## src/rtl/mc_ctrl_pkg.sv

```systemverilog
// Shared encodings for the multi-cycle MIPS main control FSM: states, opcodes
// and datapath select codes.
package mc_ctrl_pkg;

  typedef enum logic [3:0] {
    S_IF   = 4'd0,
    S_ID   = 4'd1,
    S_MADR = 4'd2,
    S_MRD  = 4'd3,
    S_MWB  = 4'd4,
    S_MWR  = 4'd5,
    S_REX  = 4'd6,
    S_RWB  = 4'd7,
    S_BR   = 4'd8,
    S_JMP  = 4'd9,
    S_IEX  = 4'd10,
    S_IWB  = 4'd11
  } state_t;

  localparam logic [5:0] OP_RTYPE = 6'h00;
  localparam logic [5:0] OP_LW    = 6'h23;
  localparam logic [5:0] OP_SW    = 6'h2B;
  localparam logic [5:0] OP_BEQ   = 6'h04;
  localparam logic [5:0] OP_BNE   = 6'h05;
  localparam logic [5:0] OP_J     = 6'h02;
  localparam logic [5:0] OP_ADDI  = 6'h08;

  localparam logic [1:0] ALUOP_ADD  = 2'b00;
  localparam logic [1:0] ALUOP_SUB  = 2'b01;
  localparam logic [1:0] ALUOP_FUNC = 2'b10;

  localparam logic [1:0] SRCB_B      = 2'b00;
  localparam logic [1:0] SRCB_FOUR   = 2'b01;
  localparam logic [1:0] SRCB_IMM    = 2'b10;
  localparam logic [1:0] SRCB_IMM_SH = 2'b11;

  localparam logic [1:0] PCSRC_ALU    = 2'b00;
  localparam logic [1:0] PCSRC_ALUOUT = 2'b01;
  localparam logic [1:0] PCSRC_JUMP   = 2'b10;

  function automatic logic op_supported(input logic [5:0] op);
    return (op == OP_RTYPE) || (op == OP_LW) || (op == OP_SW) || (op == OP_BEQ) ||
           (op == OP_BNE) || (op == OP_J) || (op == OP_ADDI);
  endfunction

endpackage

```

## src/rtl/mc_ctrl_if.sv

```systemverilog
// Controller <-> datapath bundle: IR opcode, ALU flag, memory handshake and all
// control outputs. master = controller side, slave = datapath side.
interface mc_ctrl_if #(parameter int STATE_W = 4);
  logic [5:0]         opcode;
  logic               zero;
  logic               mem_ready;
  logic               pc_write;
  logic               pc_write_cond;
  logic               branch_ne;
  logic               iord;
  logic               mem_read;
  logic               mem_write;
  logic               ir_write;
  logic               memto_reg;
  logic               reg_dst;
  logic               reg_write;
  logic               alu_src_a;
  logic [1:0]         alu_src_b;
  logic [1:0]         alu_op;
  logic [1:0]         pc_source;
  logic [STATE_W-1:0] state;
  logic               illegal_op;

  modport master (
    input  opcode, zero, mem_ready,
    output pc_write, pc_write_cond, branch_ne, iord, mem_read, mem_write, ir_write,
           memto_reg, reg_dst, reg_write, alu_src_a, alu_src_b, alu_op, pc_source,
           state, illegal_op
  );

  modport slave (
    output opcode, zero, mem_ready,
    input  pc_write, pc_write_cond, branch_ne, iord, mem_read, mem_write, ir_write,
           memto_reg, reg_dst, reg_write, alu_src_a, alu_src_b, alu_op, pc_source,
           state, illegal_op
  );
endinterface

```

## src/rtl/mc_ctrl_outdec.sv

```systemverilog
// Combinational Moore output decode for the main control FSM; mem_ok is the
// already-qualified memory handshake, rst gates every strobe and write enable.
module mc_ctrl_outdec
  import mc_ctrl_pkg::*;
(
  input  state_t     st,
  input  logic [5:0] opcode,
  input  logic       mem_ok,
  input  logic       rst,
  output logic       pc_write,
  output logic       pc_write_cond,
  output logic       branch_ne,
  output logic       iord,
  output logic       mem_read,
  output logic       mem_write,
  output logic       ir_write,
  output logic       memto_reg,
  output logic       reg_dst,
  output logic       reg_write,
  output logic       alu_src_a,
  output logic [1:0] alu_src_b,
  output logic [1:0] alu_op,
  output logic [1:0] pc_source,
  output logic       illegal_op
);

  always_comb begin
    pc_write      = 1'b0;
    pc_write_cond = 1'b0;
    branch_ne     = 1'b0;
    iord          = 1'b0;
    mem_read      = 1'b0;
    mem_write     = 1'b0;
    ir_write      = 1'b0;
    memto_reg     = 1'b0;
    reg_dst       = 1'b0;
    reg_write     = 1'b0;
    alu_src_a     = 1'b0;
    alu_src_b     = SRCB_B;
    alu_op        = ALUOP_ADD;
    pc_source     = PCSRC_ALU;
    illegal_op    = 1'b0;
    case (st)
      S_IF: begin
        mem_read  = 1'b1;
        alu_src_b = SRCB_FOUR;
        ir_write  = mem_ok;
        pc_write  = mem_ok;
      end
      S_ID: begin
        alu_src_b  = SRCB_IMM_SH;
        illegal_op = !op_supported(opcode);
      end
      S_MADR: begin
        alu_src_a = 1'b1;
        alu_src_b = SRCB_IMM;
      end
      S_MRD: begin
        mem_read = 1'b1;
        iord     = 1'b1;
      end
      S_MWB: begin
        reg_write = 1'b1;
        memto_reg = 1'b1;
      end
      S_MWR: begin
        iord      = 1'b1;
        mem_write = mem_ok;
      end
      S_REX: begin
        alu_src_a = 1'b1;
        alu_op    = ALUOP_FUNC;
      end
      S_RWB: begin
        reg_write = 1'b1;
        reg_dst   = 1'b1;
      end
      S_BR: begin
        alu_src_a     = 1'b1;
        alu_op        = ALUOP_SUB;
        pc_write_cond = 1'b1;
        pc_source     = PCSRC_ALUOUT;
        branch_ne     = (opcode == OP_BNE);
      end
      S_JMP: begin
        pc_write  = 1'b1;
        pc_source = PCSRC_JUMP;
      end
      S_IEX: begin
        alu_src_a = 1'b1;
        alu_src_b = SRCB_IMM;
      end
      S_IWB: reg_write = 1'b1;
      default: ;
    endcase
    if (rst) begin
      pc_write      = 1'b0;
      pc_write_cond = 1'b0;
      mem_read      = 1'b0;
      mem_write     = 1'b0;
      ir_write      = 1'b0;
      reg_write     = 1'b0;
      illegal_op    = 1'b0;
    end
  end

endmodule

```

## src/rtl/mc_main_ctrl.sv

```systemverilog
// Multi-cycle MIPS main control FSM with memory-ready handshake.
// Optional MC_CTRL_PERF_CNT_EN adds retired-instruction and cycle counters.
//
// state | meaning
// IF    | fetch, wait for memory, load IR and PC+4
// ID    | decode, branch target into ALUOut
// MADR  | lw/sw address compute
// MRD   | load data read, wait for memory
// MWB   | load writeback from MDR
// MWR   | store write, wait for memory
// REX   | R-type execute
// RWB   | R-type writeback to rd
// BR    | beq/bne compare and conditional PC load
// JMP   | jump
// IEX   | addi execute
// IWB   | addi writeback to rt
module mc_main_ctrl
  import mc_ctrl_pkg::*;
#(
  parameter bit WAIT_MEM = 1'b1,
  parameter int STATE_W  = 4
) (
  input  logic        clk,
  input  logic        rst,
  mc_ctrl_if.master   bus
`ifdef MC_CTRL_PERF_CNT_EN
  ,
  output logic [31:0] inst_retired,
  output logic [31:0] cyc_cnt
`endif
);

  state_t cur;
  state_t nxt;
  logic   mem_ok;
  logic   unused_zero;

  // zero is consumed by the datapath PC-load gate, not by the FSM
  assign unused_zero = bus.zero;
  assign mem_ok      = WAIT_MEM ? bus.mem_ready : 1'b1;
  assign bus.state   = STATE_W'(cur);

  always_ff @(posedge clk) begin
    if (rst) cur <= S_IF;
    else     cur <= nxt;
  end

  always_comb begin
    nxt = S_IF;
    case (cur)
      S_IF: nxt = mem_ok ? S_ID : S_IF;
      S_ID: begin
        case (bus.opcode)
          OP_LW, OP_SW:   nxt = S_MADR;
          OP_RTYPE:       nxt = S_REX;
          OP_BEQ, OP_BNE: nxt = S_BR;
          OP_J:           nxt = S_JMP;
          OP_ADDI:        nxt = S_IEX;
          default:        nxt = S_IF;
        endcase
      end
      S_MADR:  nxt = (bus.opcode == OP_LW) ? S_MRD : S_MWR;
      S_MRD:   nxt = mem_ok ? S_MWB : S_MRD;
      S_MWR:   nxt = mem_ok ? S_IF : S_MWR;
      S_REX:   nxt = S_RWB;
      S_IEX:   nxt = S_IWB;
      default: nxt = S_IF;
    endcase
  end

  mc_ctrl_outdec u_outdec (
    .st            (cur),
    .opcode        (bus.opcode),
    .mem_ok        (mem_ok),
    .rst           (rst),
    .pc_write      (bus.pc_write),
    .pc_write_cond (bus.pc_write_cond),
    .branch_ne     (bus.branch_ne),
    .iord          (bus.iord),
    .mem_read      (bus.mem_read),
    .mem_write     (bus.mem_write),
    .ir_write      (bus.ir_write),
    .memto_reg     (bus.memto_reg),
    .reg_dst       (bus.reg_dst),
    .reg_write     (bus.reg_write),
    .alu_src_a     (bus.alu_src_a),
    .alu_src_b     (bus.alu_src_b),
    .alu_op        (bus.alu_op),
    .pc_source     (bus.pc_source),
    .illegal_op    (bus.illegal_op)
  );

`ifdef MC_CTRL_PERF_CNT_EN
  logic retire;

  // an instruction retires on the final transition back to IF
  always_comb begin
    retire = 1'b0;
    case (cur)
      S_MWB, S_RWB, S_BR, S_JMP, S_IWB: retire = 1'b1;
      S_MWR:                            retire = mem_ok;
      default:                          retire = 1'b0;
    endcase
  end

  always_ff @(posedge clk) begin
    if (rst) begin
      inst_retired <= 32'd0;
      cyc_cnt      <= 32'd0;
    end else begin
      cyc_cnt <= cyc_cnt + 32'd1;
      if (retire) inst_retired <= inst_retired + 32'd1;
    end
  end
`endif

endmodule
```

## src/flat_wrapper.sv

```systemverilog
// flat-port wrapper written by rule: the top's interface ports become plain ports
module mc_main_ctrl_flat import mc_ctrl_pkg::*;
#(
  parameter bit WAIT_MEM = 1'b1,
  parameter int STATE_W  = 4
)
  (clk, rst, bus_opcode, bus_zero, bus_mem_ready, bus_pc_write, bus_pc_write_cond, bus_branch_ne, bus_iord, bus_mem_read, bus_mem_write, bus_ir_write, bus_memto_reg, bus_reg_dst, bus_reg_write, bus_alu_src_a, bus_alu_src_b, bus_alu_op, bus_pc_source, bus_state, bus_illegal_op);
  mc_ctrl_if #(.STATE_W(STATE_W)) bus_i ();
  input  logic clk;
  input  logic rst;
  input wire logic [$bits(bus_i.opcode)-1:0] bus_opcode;
  input wire logic [$bits(bus_i.zero)-1:0] bus_zero;
  input wire logic [$bits(bus_i.mem_ready)-1:0] bus_mem_ready;
  output wire logic [$bits(bus_i.pc_write)-1:0] bus_pc_write;
  output wire logic [$bits(bus_i.pc_write_cond)-1:0] bus_pc_write_cond;
  output wire logic [$bits(bus_i.branch_ne)-1:0] bus_branch_ne;
  output wire logic [$bits(bus_i.iord)-1:0] bus_iord;
  output wire logic [$bits(bus_i.mem_read)-1:0] bus_mem_read;
  output wire logic [$bits(bus_i.mem_write)-1:0] bus_mem_write;
  output wire logic [$bits(bus_i.ir_write)-1:0] bus_ir_write;
  output wire logic [$bits(bus_i.memto_reg)-1:0] bus_memto_reg;
  output wire logic [$bits(bus_i.reg_dst)-1:0] bus_reg_dst;
  output wire logic [$bits(bus_i.reg_write)-1:0] bus_reg_write;
  output wire logic [$bits(bus_i.alu_src_a)-1:0] bus_alu_src_a;
  output wire logic [$bits(bus_i.alu_src_b)-1:0] bus_alu_src_b;
  output wire logic [$bits(bus_i.alu_op)-1:0] bus_alu_op;
  output wire logic [$bits(bus_i.pc_source)-1:0] bus_pc_source;
  output wire logic [$bits(bus_i.state)-1:0] bus_state;
  output wire logic [$bits(bus_i.illegal_op)-1:0] bus_illegal_op;
  assign bus_i.opcode = bus_opcode;
  assign bus_i.zero = bus_zero;
  assign bus_i.mem_ready = bus_mem_ready;
  assign bus_pc_write = bus_i.pc_write;
  assign bus_pc_write_cond = bus_i.pc_write_cond;
  assign bus_branch_ne = bus_i.branch_ne;
  assign bus_iord = bus_i.iord;
  assign bus_mem_read = bus_i.mem_read;
  assign bus_mem_write = bus_i.mem_write;
  assign bus_ir_write = bus_i.ir_write;
  assign bus_memto_reg = bus_i.memto_reg;
  assign bus_reg_dst = bus_i.reg_dst;
  assign bus_reg_write = bus_i.reg_write;
  assign bus_alu_src_a = bus_i.alu_src_a;
  assign bus_alu_src_b = bus_i.alu_src_b;
  assign bus_alu_op = bus_i.alu_op;
  assign bus_pc_source = bus_i.pc_source;
  assign bus_state = bus_i.state;
  assign bus_illegal_op = bus_i.illegal_op;
  mc_main_ctrl #(.WAIT_MEM(WAIT_MEM), .STATE_W(STATE_W)) u_core (.clk(clk), .rst(rst), .bus(bus_i));
endmodule
```

## config.mk

```make
export PLATFORM = sky130hd
export DESIGN_NAME = mc_main_ctrl_flat
export DESIGN_NICKNAME = d
export VERILOG_FILES = /design/src/rtl/mc_ctrl_pkg.sv /design/src/rtl/mc_ctrl_if.sv /design/src/rtl/mc_ctrl_outdec.sv /design/src/rtl/mc_main_ctrl.sv /design/src/flat_wrapper.sv
export SDC_FILE = /design/constraint.sdc
export NUM_CORES = 1
export LEC_CHECK = 0
export ABC_AREA = 1
export ABC_CLOCK_PERIOD_IN_PS = 2100
export CORE_MARGIN = 4
export CORE_UTILIZATION = 45
export CTS_BUF_LIST = sky130_fd_sc_hd__clkbuf_8
export CTS_CLUSTER_DIAMETER = 80
export DETAILED_ROUTE_END_ITERATION = 16
export PLACE_DENSITY = 0.95
export REMOVE_ABC_BUFFERS = 1
export SETUP_SLACK_MARGIN = 0.5
export SYNTH_ARGS = -nofsm -noshare
export SYNTH_HDL_FRONTEND = slang
export SYNTH_HIERARCHICAL = 1
export SYNTH_SLANG_ARGS = --single-unit
```

## constraint.sdc

```tcl
create_clock -name clk -period 2.1 [get_ports clk]
set_clock_uncertainty 0.2 [all_clocks]
set_input_delay 0.42 -clock clk [delete_from_list [all_inputs] [get_ports clk]]
set_output_delay 0.42 -clock clk [all_outputs]
set_load 0.03 [all_outputs]
```

==> results of run 1 <==
-- kinds of logic after synthesis --
| logic type | share of synthesized area |
|---|---|
| compound gates | 0.1078 |
| flops | 0.1210 |
| simple gates | 0.6011 |
| buf+inv | 0.1701 |
-- repair_timing --
item,4_1_cts
gates cloned,0
pin swaps,12
gates resized for setup,74
buffers inserted,7
endpoints found under the setup margin,26
-- metrics by stage --
| step | util | std cells |
|---|---|---|
| global placement | 0.7563 | 188 |
| detailed placement | 0.7563 | 188 |
| floorplan | - | 132 |
| CTS | 0.8879 | 198 |
==> impl_results.md, run 1 <==
* Port Buffers at 30
* Gate Count Post-Synth at 132
* Root Driver: clkbuf_8
* GPL Wtd Cong at 0.8374
* Synth Warn # at 6
* CTS H-tree depth at 1
* Synth Flop Type: dfxtp_1
* Number of core rows at 13
* Async S/R FF share, synth at 0
* Die span in x at 46.35 um
* CTS Buffer Depth at 2
* Clk sink count at 4
* Yosys reg bits at 4
* Pre-CTS WS at -0.006579 ns
* GRT repair_timing worst endpoint: bus_illegal_op
* Status: aborted with a tool error
* Most common cell in the netlist: nand2_1
* Mean Syn Cell Area at 5.014 sq um
* Most frequent cells after synthesis: nand2_1, nor2_1, inv_1, nand3_1, nor2_2
* Synth area leader: nand2_1
* EDFF count, synth at 0
* Initial Utilization at 0.4903
* Stop err: [ERROR DPL-0038] Utilization greater than 100%, impossible to legalize
* Die height at 46.35 um
* Pin count of the biggest net entering global routing at 9
* Seq/Total Area, Yosys at 0.1210
* Hold_buf cts at 0
* Area of the mapped netlist at 661.9 sq um
* Post-synth cell types at 17
* Yosys top cell area share at 0.1985
* CTS Buf Count at 3
* Synth top area cells: nand2_1, nor2_1, inv_1
* Worst EP kind: top-level output
* Detailed Place HPWL at 1697 um
* Last stage reached: global routing
* Placed cell area at 1021 sq um
* # IOs at 32
==> inputs of run 2 (changes only) <==
--- a/config.mk
+++ b/config.mk
@@ -7,14 +7,11 @@
 export LEC_CHECK = 0
 export ABC_AREA = 1
 export ABC_CLOCK_PERIOD_IN_PS = 2100
-export CORE_MARGIN = 4
-export CORE_UTILIZATION = 45
-export CTS_BUF_LIST = sky130_fd_sc_hd__clkbuf_8
-export CTS_CLUSTER_DIAMETER = 80
+export CORE_AREA = 4 4 65 67
 export DETAILED_ROUTE_END_ITERATION = 16
-export PLACE_DENSITY = 0.95
+export DIE_AREA = 0 0 69 71
+export PLACE_DENSITY_LB_ADDON = 0.15
 export REMOVE_ABC_BUFFERS = 1
-export SETUP_SLACK_MARGIN = 0.5
 export SYNTH_ARGS = -nofsm -noshare
 export SYNTH_HDL_FRONTEND = slang
 export SYNTH_HIERARCHICAL = 1
==> impl_results.md, run 2 <==
* Clock share of power at 0.433
* Clock Pin Slew Worst Setup and Hold Paths at 0.03 ns
* CP Launch Type: flip-flop
* Worst skew pair latency at 0.22 ns
* # IOs at 32
* Slew Limit Fails at 0
* Antenna violations before repair at 0
* CTS Buffer Depth at 2
* Reg2reg setup slack at 0.65 ns
* CP max stage delay at 0.67 ns
* DRT Wirelength at 2049 um
* Period Utilization, post-route at 0.9691
* Yosys top cell area share at 0.1985
* Diodes inserted at 0
* Initial Utilization at 0.1822
* Final Hold Viols at 0
* CP max stage cell: clkdlybuf4s50_1
* Final instance count without filler cells at 224
* Postcts setup bufs at 0
* Vias in the first global route at 917
* GPL Wtd Cong at 0.7339
* Commonest non-fill, non-tap cells in the layout: nand2_1, buf_4, nor2_1
* Worst path arrival time at 1.42 ns
* Internal Power at 0.2528 mW
* Die span in x at 69 um
* Async S/R FF share, synth at 0
* CP required at 1.48 ns
* Critical Path, Cell by Cell: buf_4, clkdlybuf4s50_1
* Hold WC Path Type: primary input to flip-flop
* Mean Syn Cell Area at 5.014 sq um
* Detailed Place HPWL at 1785 um
* Number of core rows at 22
* F_max at 0.4914 GHz
* Core footprint at 3633 sq um
* Net switching power at 0.1164 mW
* Layout cells sized above 1 at 0.3239
* Hold_buf cts at 0
* Syn-to-layout area delta at 67.67%
* Worst R2R End: u_core/bus.state[3]$_SDFF_PP0_
* Yosys reg bits at 4
* Worst Setup SP: u_core/bus.state[2]$_SDFF_PP0_
* Worst Tran Pin Value at 0.3549 ns
* Most common cell in the netlist: nand2_1
* CTS tree: built
* RSZ-0062 raised after global routing: no
* Overall power at 0.3693 mW
* Clk sink count at 4
* Vias at 869
* Status: completed
* RR Startpoint: u_core/bus.state[0]$_SDFF_PP0_
* CP endpoint: bus_state[2]
* Die height at 71 um
* FF-to-FF path depth at 6
* EDFF count, synth at 0
* Most common cell after layout, fill and taps aside: nand2_1
* Root Driver: clkbuf_8
* Sequential share of power at 0.224
* Placed insts at 221
* Worst vdd ir at 0.1081 mV
* Most frequent cells after synthesis: nand2_1, nor2_1, inv_1, nand3_1, nor2_2
* Buf+Inv Stages, Crit Path at 2
* Synth Flop Type: dfxtp_1
* CP Max Fanout at 6
* Levels on crit path at 2
* Die area at 4899 sq um
* P per Cell Area at 332.7 nW/um^2
* Top cell family by delay on the critical path: buffers and inverters
* Via density at 3.879
* Area of the mapped netlist at 661.9 sq um
* Synth Warn # at 6
* Synth top area cells: nand2_1, nor2_1, inv_1
* Setup CP Type: flip-flop to output pin
* Post-route ant nets at 0
* Crit end category: output pin
* Pin count of the biggest net entering global routing at 9
* Tot GR Track Use at 0.08799
* Synth area leader: nand2_1
* # DRC at 0
* Number of flip-flops in the largest register at 4
* Seq/Total Area, Yosys at 0.1210
* WL/cell at 9.147 um
* DR iter-0 viols at 23
* 1st-pass router iterations at 4
* Global-route wire length before repair at 3657 um
* Net Sw Frac at 0.3153
* Fin nets at 188
* CTS Buf Count at 3
* Max-cap violation count at 0
* Grt ovf at 0
* Leak at 0.6634 nW
* CTS H-tree depth at 1
* Pre-CTS WS at -0.02910 ns
* Worst setup margin at 0.06488 ns
* Post-synth cell types at 17
* # setup viols final at 0
* Gate Count Post-Synth at 132
* Power share of the combinational group at 0.343
* Max transition margin at 0.7631
* Port Buffers at 30
* Tmin final at 2.035 ns
[run 2: worst min path at each step]
stage,start,end,cells past startpoint
2_1_floorplan,rst,u_core/bus.state[0]$_SDFF_PP0_,1
3_3_place_gp,u_core/bus.state[1]$_SDFF_PP0_,u_core/bus.state[0]$_SDFF_PP0_,6
3_5_place_dp,u_core/bus.state[1]$_SDFF_PP0_,u_core/bus.state[3]$_SDFF_PP0_,6
4_1_cts,u_core/bus.state[1]$_SDFF_PP0_,u_core/bus.state[0]$_SDFF_PP0_,6
5_1_grt,bus_opcode[2],u_core/bus.state[3]$_SDFF_PP0_,5
6_report,bus_opcode[2],u_core/bus.state[3]$_SDFF_PP0_,5
[run 2: power by group through the flow]
stage	combinational, mW	clock, mW	sequential [mW]
global route	0.139	0.171	0.0832
global placement	0.130	0	0.0840
finish	0.127	0.160	0.0829
floorplan	0.0624	0	0.0874
detailed placement	0.131	0	0.0839
CTS	0.129	0.164	0.0828
[run 2: cell type report]
class	instances	area (sq um)
fillers	416	2524
clock buffers	3	41.29
multi-input cells	98	469.2
repair buffers	41	345.3
flip-flops and latches	4	81.33
well taps	48	60.06
inverters	30	112.6
[run 2: what timing repair did]
action	in CTS	in global routing
pin swaps	0	1
setup endpoints to repair	3	4
resized for setup	4	5
cloned	0	0
[run 2: per-layer routing]
metal,global-route usage,routed length [um],vias to the layer above
met3,0.01705,137,3
met5,0,0,-
met2,0.1642,1004,24
met1,0.09832,887,359
met4,0.03254,20,0
li1,-,-,483
[run 2: cell families (layout without fill, tap and decap cells)]
logic type / after synthesis / after routing / synth area share
and+or+nand+nor: 88 / 88 / 0.6011
buffers and inverters: 30 / 74 / 0.1701
AOI/OAI and AO/OA: 10 / 10 / 0.1078
DFF: 4 / 4 / 0.1210
[run 2: tightest hold or removal path, cell delays in order]
cell and delay [ns]:
dlymetal6s2s_1 0.14, buf_4 0.16, a21oi_2 0.05, nand2_1 0.06, a21oi_1 0.07
[run 2: metrics by stage]
stage          hold slack, ns   TNS, ns  area, sq um    util
2_1_floorplan          0.2891         0        661.9       -
3_3_place_gp           0.6441         0         1062  0.2924
3_5_place_dp           0.6422  -0.02910         1062  0.2924
4_1_cts                0.6506         0         1099  0.3023
5_1_grt                0.5941         0         1110  0.3054
6_report               0.5383         0         1110  0.3054
Note: power is estimated with default switching activity, not from simulation.
==> inputs of run 3 (changes only) <==
--- a/config.mk
+++ b/config.mk
@@ -16,3 +16,4 @@
 export SYNTH_HDL_FRONTEND = slang
 export SYNTH_HIERARCHICAL = 1
 export SYNTH_SLANG_ARGS = --single-unit
+export TNS_END_PERCENT = 10
==> impl_results.md, run 3 (synthesis results as in run 2) <==
* Hold WC Path Type: primary input to flip-flop
* Post-route ant nets at 0
* Fin area at 1114 sq um
* Commonest non-fill, non-tap cells in the layout: nand2_1, buf_4, nor2_1
* Worst setup margin at 0.06488 ns
* Port Buffers at 30
* Placed insts at 221
* Syn-to-layout area delta at 68.24%
* RR Startpoint: u_core/bus.state[0]$_SDFF_PP0_
* CTS tree: built
* Layout cells sized above 1 at 0.3239
* Critical Path, Cell by Cell: buf_4, clkdlybuf4s50_1
* Placed cell area at 1062 sq um
* 1st-pass router iterations at 4
* Final instance count without filler cells at 224
* Top cell family by delay on the critical path: buffers and inverters
* Setup CP Type: flip-flop to output pin
* Crit end category: output pin
* Clock Pin Slew Worst Setup and Hold Paths at 0.03 ns
* Tot GR Track Use at 0.08799
* Die height at 71 um
* Vias in the first global route at 917
* WL/cell at 9.156 um
* Vias at 869
* Final Hold Viols at 0
* Most common cell after layout, fill and taps aside: nand2_1
* Net switching power at 0.1165 mW
* CP max stage delay at 0.67 ns
* # DRC at 0
* Die area at 4899 sq um
* Grt ovf at 0
* Sequential share of power at 0.224
* # setup viols final at 0
* Overall power at 0.3697 mW
* Detailed Place HPWL at 1785 um
* Setup TNS at 0 ns
* Clock share of power at 0.432
* Root Driver: clkbuf_8
* F_max at 0.4914 GHz
* Leak at 0.6712 nW
* CP required at 1.48 ns
* Buf+Inv Stages, Crit Path at 2
* Number of flip-flops in the largest register at 4
* Pin count of the biggest net entering global routing at 9
* CP Launch Type: flip-flop
* Period Utilization, post-route at 0.9691
* HP Start: bus_opcode[2]
* CP max stage cell: clkdlybuf4s50_1
* Via density at 3.879
* DR iter-0 viols at 21
* GPL Wtd Cong at 0.7339
* Tmin final at 2.035 ns
* Max-cap violation count at 0
* P per Cell Area at 332.0 nW/um^2
* Fin nets at 188
* CP Max Fanout at 6
* Worst skew pair latency at 0.22 ns
* Filler Cells Inserted at 415
* Core footprint at 3633 sq um
* Net Sw Frac at 0.3150
* Worst Setup SP: u_core/bus.state[2]$_SDFF_PP0_
* Clk sink count at 4
* CTS Buf Count at 3
* # IOs at 32
* Worst path arrival time at 1.42 ns
* Worst vdd ir at 0.1081 mV
* CTS Buffer Depth at 2
* Slew Limit Fails at 0
* Power share of the combinational group at 0.344
* Internal Power at 0.2533 mW
* Global-route wire length before repair at 3657 um
* Die span in x at 69 um
* Number of core rows at 22
* Worst Tran Pin Value at 0.3549 ns
* Antenna violations before repair at 0
* Max transition margin at 0.7631
* CTS H-tree depth at 1
* Fin Hold WS at 0.5388 ns
* Pre-CTS WS at -0.02910 ns
* Util after Layout at 0.3065
* Diodes inserted at 0
* Status: completed
* Initial Utilization at 0.1822
* RSZ-0062 raised after global routing: no
* DRT Wirelength at 2051 um
## run 3: cell types whose count changed in the layout (fill, tap and decap cells not counted)
cell / before / now
dlygate4sd2_1: 4 / 3
dlymetal6s2s_1: 4 / 5
## run 3: final cells by class
cell class / count / area, sq um / share of cell area
Tap cell: 48 / 60.06 / 0.05393
Multi-Input combinational cell: 98 / 469.2 / 0.4213
Clock buffer: 3 / 41.29 / 0.03708
Sequential cell: 4 / 81.33 / 0.07303
Inverter: 30 / 112.6 / 0.1011
Timing Repair Buffer: 41 / 349.1 / 0.3135
## run 3: power groups by stage
stage | clock network (mW) | logic [mW] | registers [mW]
global placement | 0 | 0.130 | 0.0840
global route | 0.171 | 0.140 | 0.0832
finish | 0.160 | 0.127 | 0.0829
floorplan | 0 | 0.0624 | 0.0874
CTS | 0.164 | 0.130 | 0.0828
detailed placement | 0 | 0.131 | 0.0839
## run 3: path summary, 6_finish.rpt
kind / endpoint / slack [ns] / cells after the start
setup / recovery: bus_state[2] / 0.06 / 2
hold / removal: u_core/bus.state[3]$_SDFF_PP0_ / 0.54 / 5
setup reg to reg: u_core/bus.state[3]$_SDFF_PP0_ / 0.65 / 6
hold reg to reg: u_core/bus.state[0]$_SDFF_PP0_ / 0.59 / 6
## run 3: what timing repair did
action                                 in CTS  in global routing
endpoints found under the hold margin       0                  0
hold buffers                                0                  0
pin swaps                                   0                  1
gates resized for setup                     3                  6
setup endpoints to repair                   3                  4
buffers inserted                            0                  0
## run 3: tightest hold or removal path, delay by kind of cell
family	cells	cell delay [ns]
AO/OA/AOI/OAI	2	0.12
AND/OR/NAND/NOR	1	0.06
buffers and inverters	2	0.30
## run 3: per-layer routing
| layer | vias to the layer above | global-route usage | share of wire | routed length [um] |
|---|---|---|---|---|
| li1 | 483 | - | - | - |
| met2 | 24 | 0.1642 | 0.49 | 1005 |
| met3 | 3 | 0.01705 | 0.067 | 137 |
| met5 | - | 0 | 0 | 0 |
| met4 | 0 | 0.03254 | 0.0098 | 20 |
| met1 | 359 | 0.09832 | 0.43 | 888 |
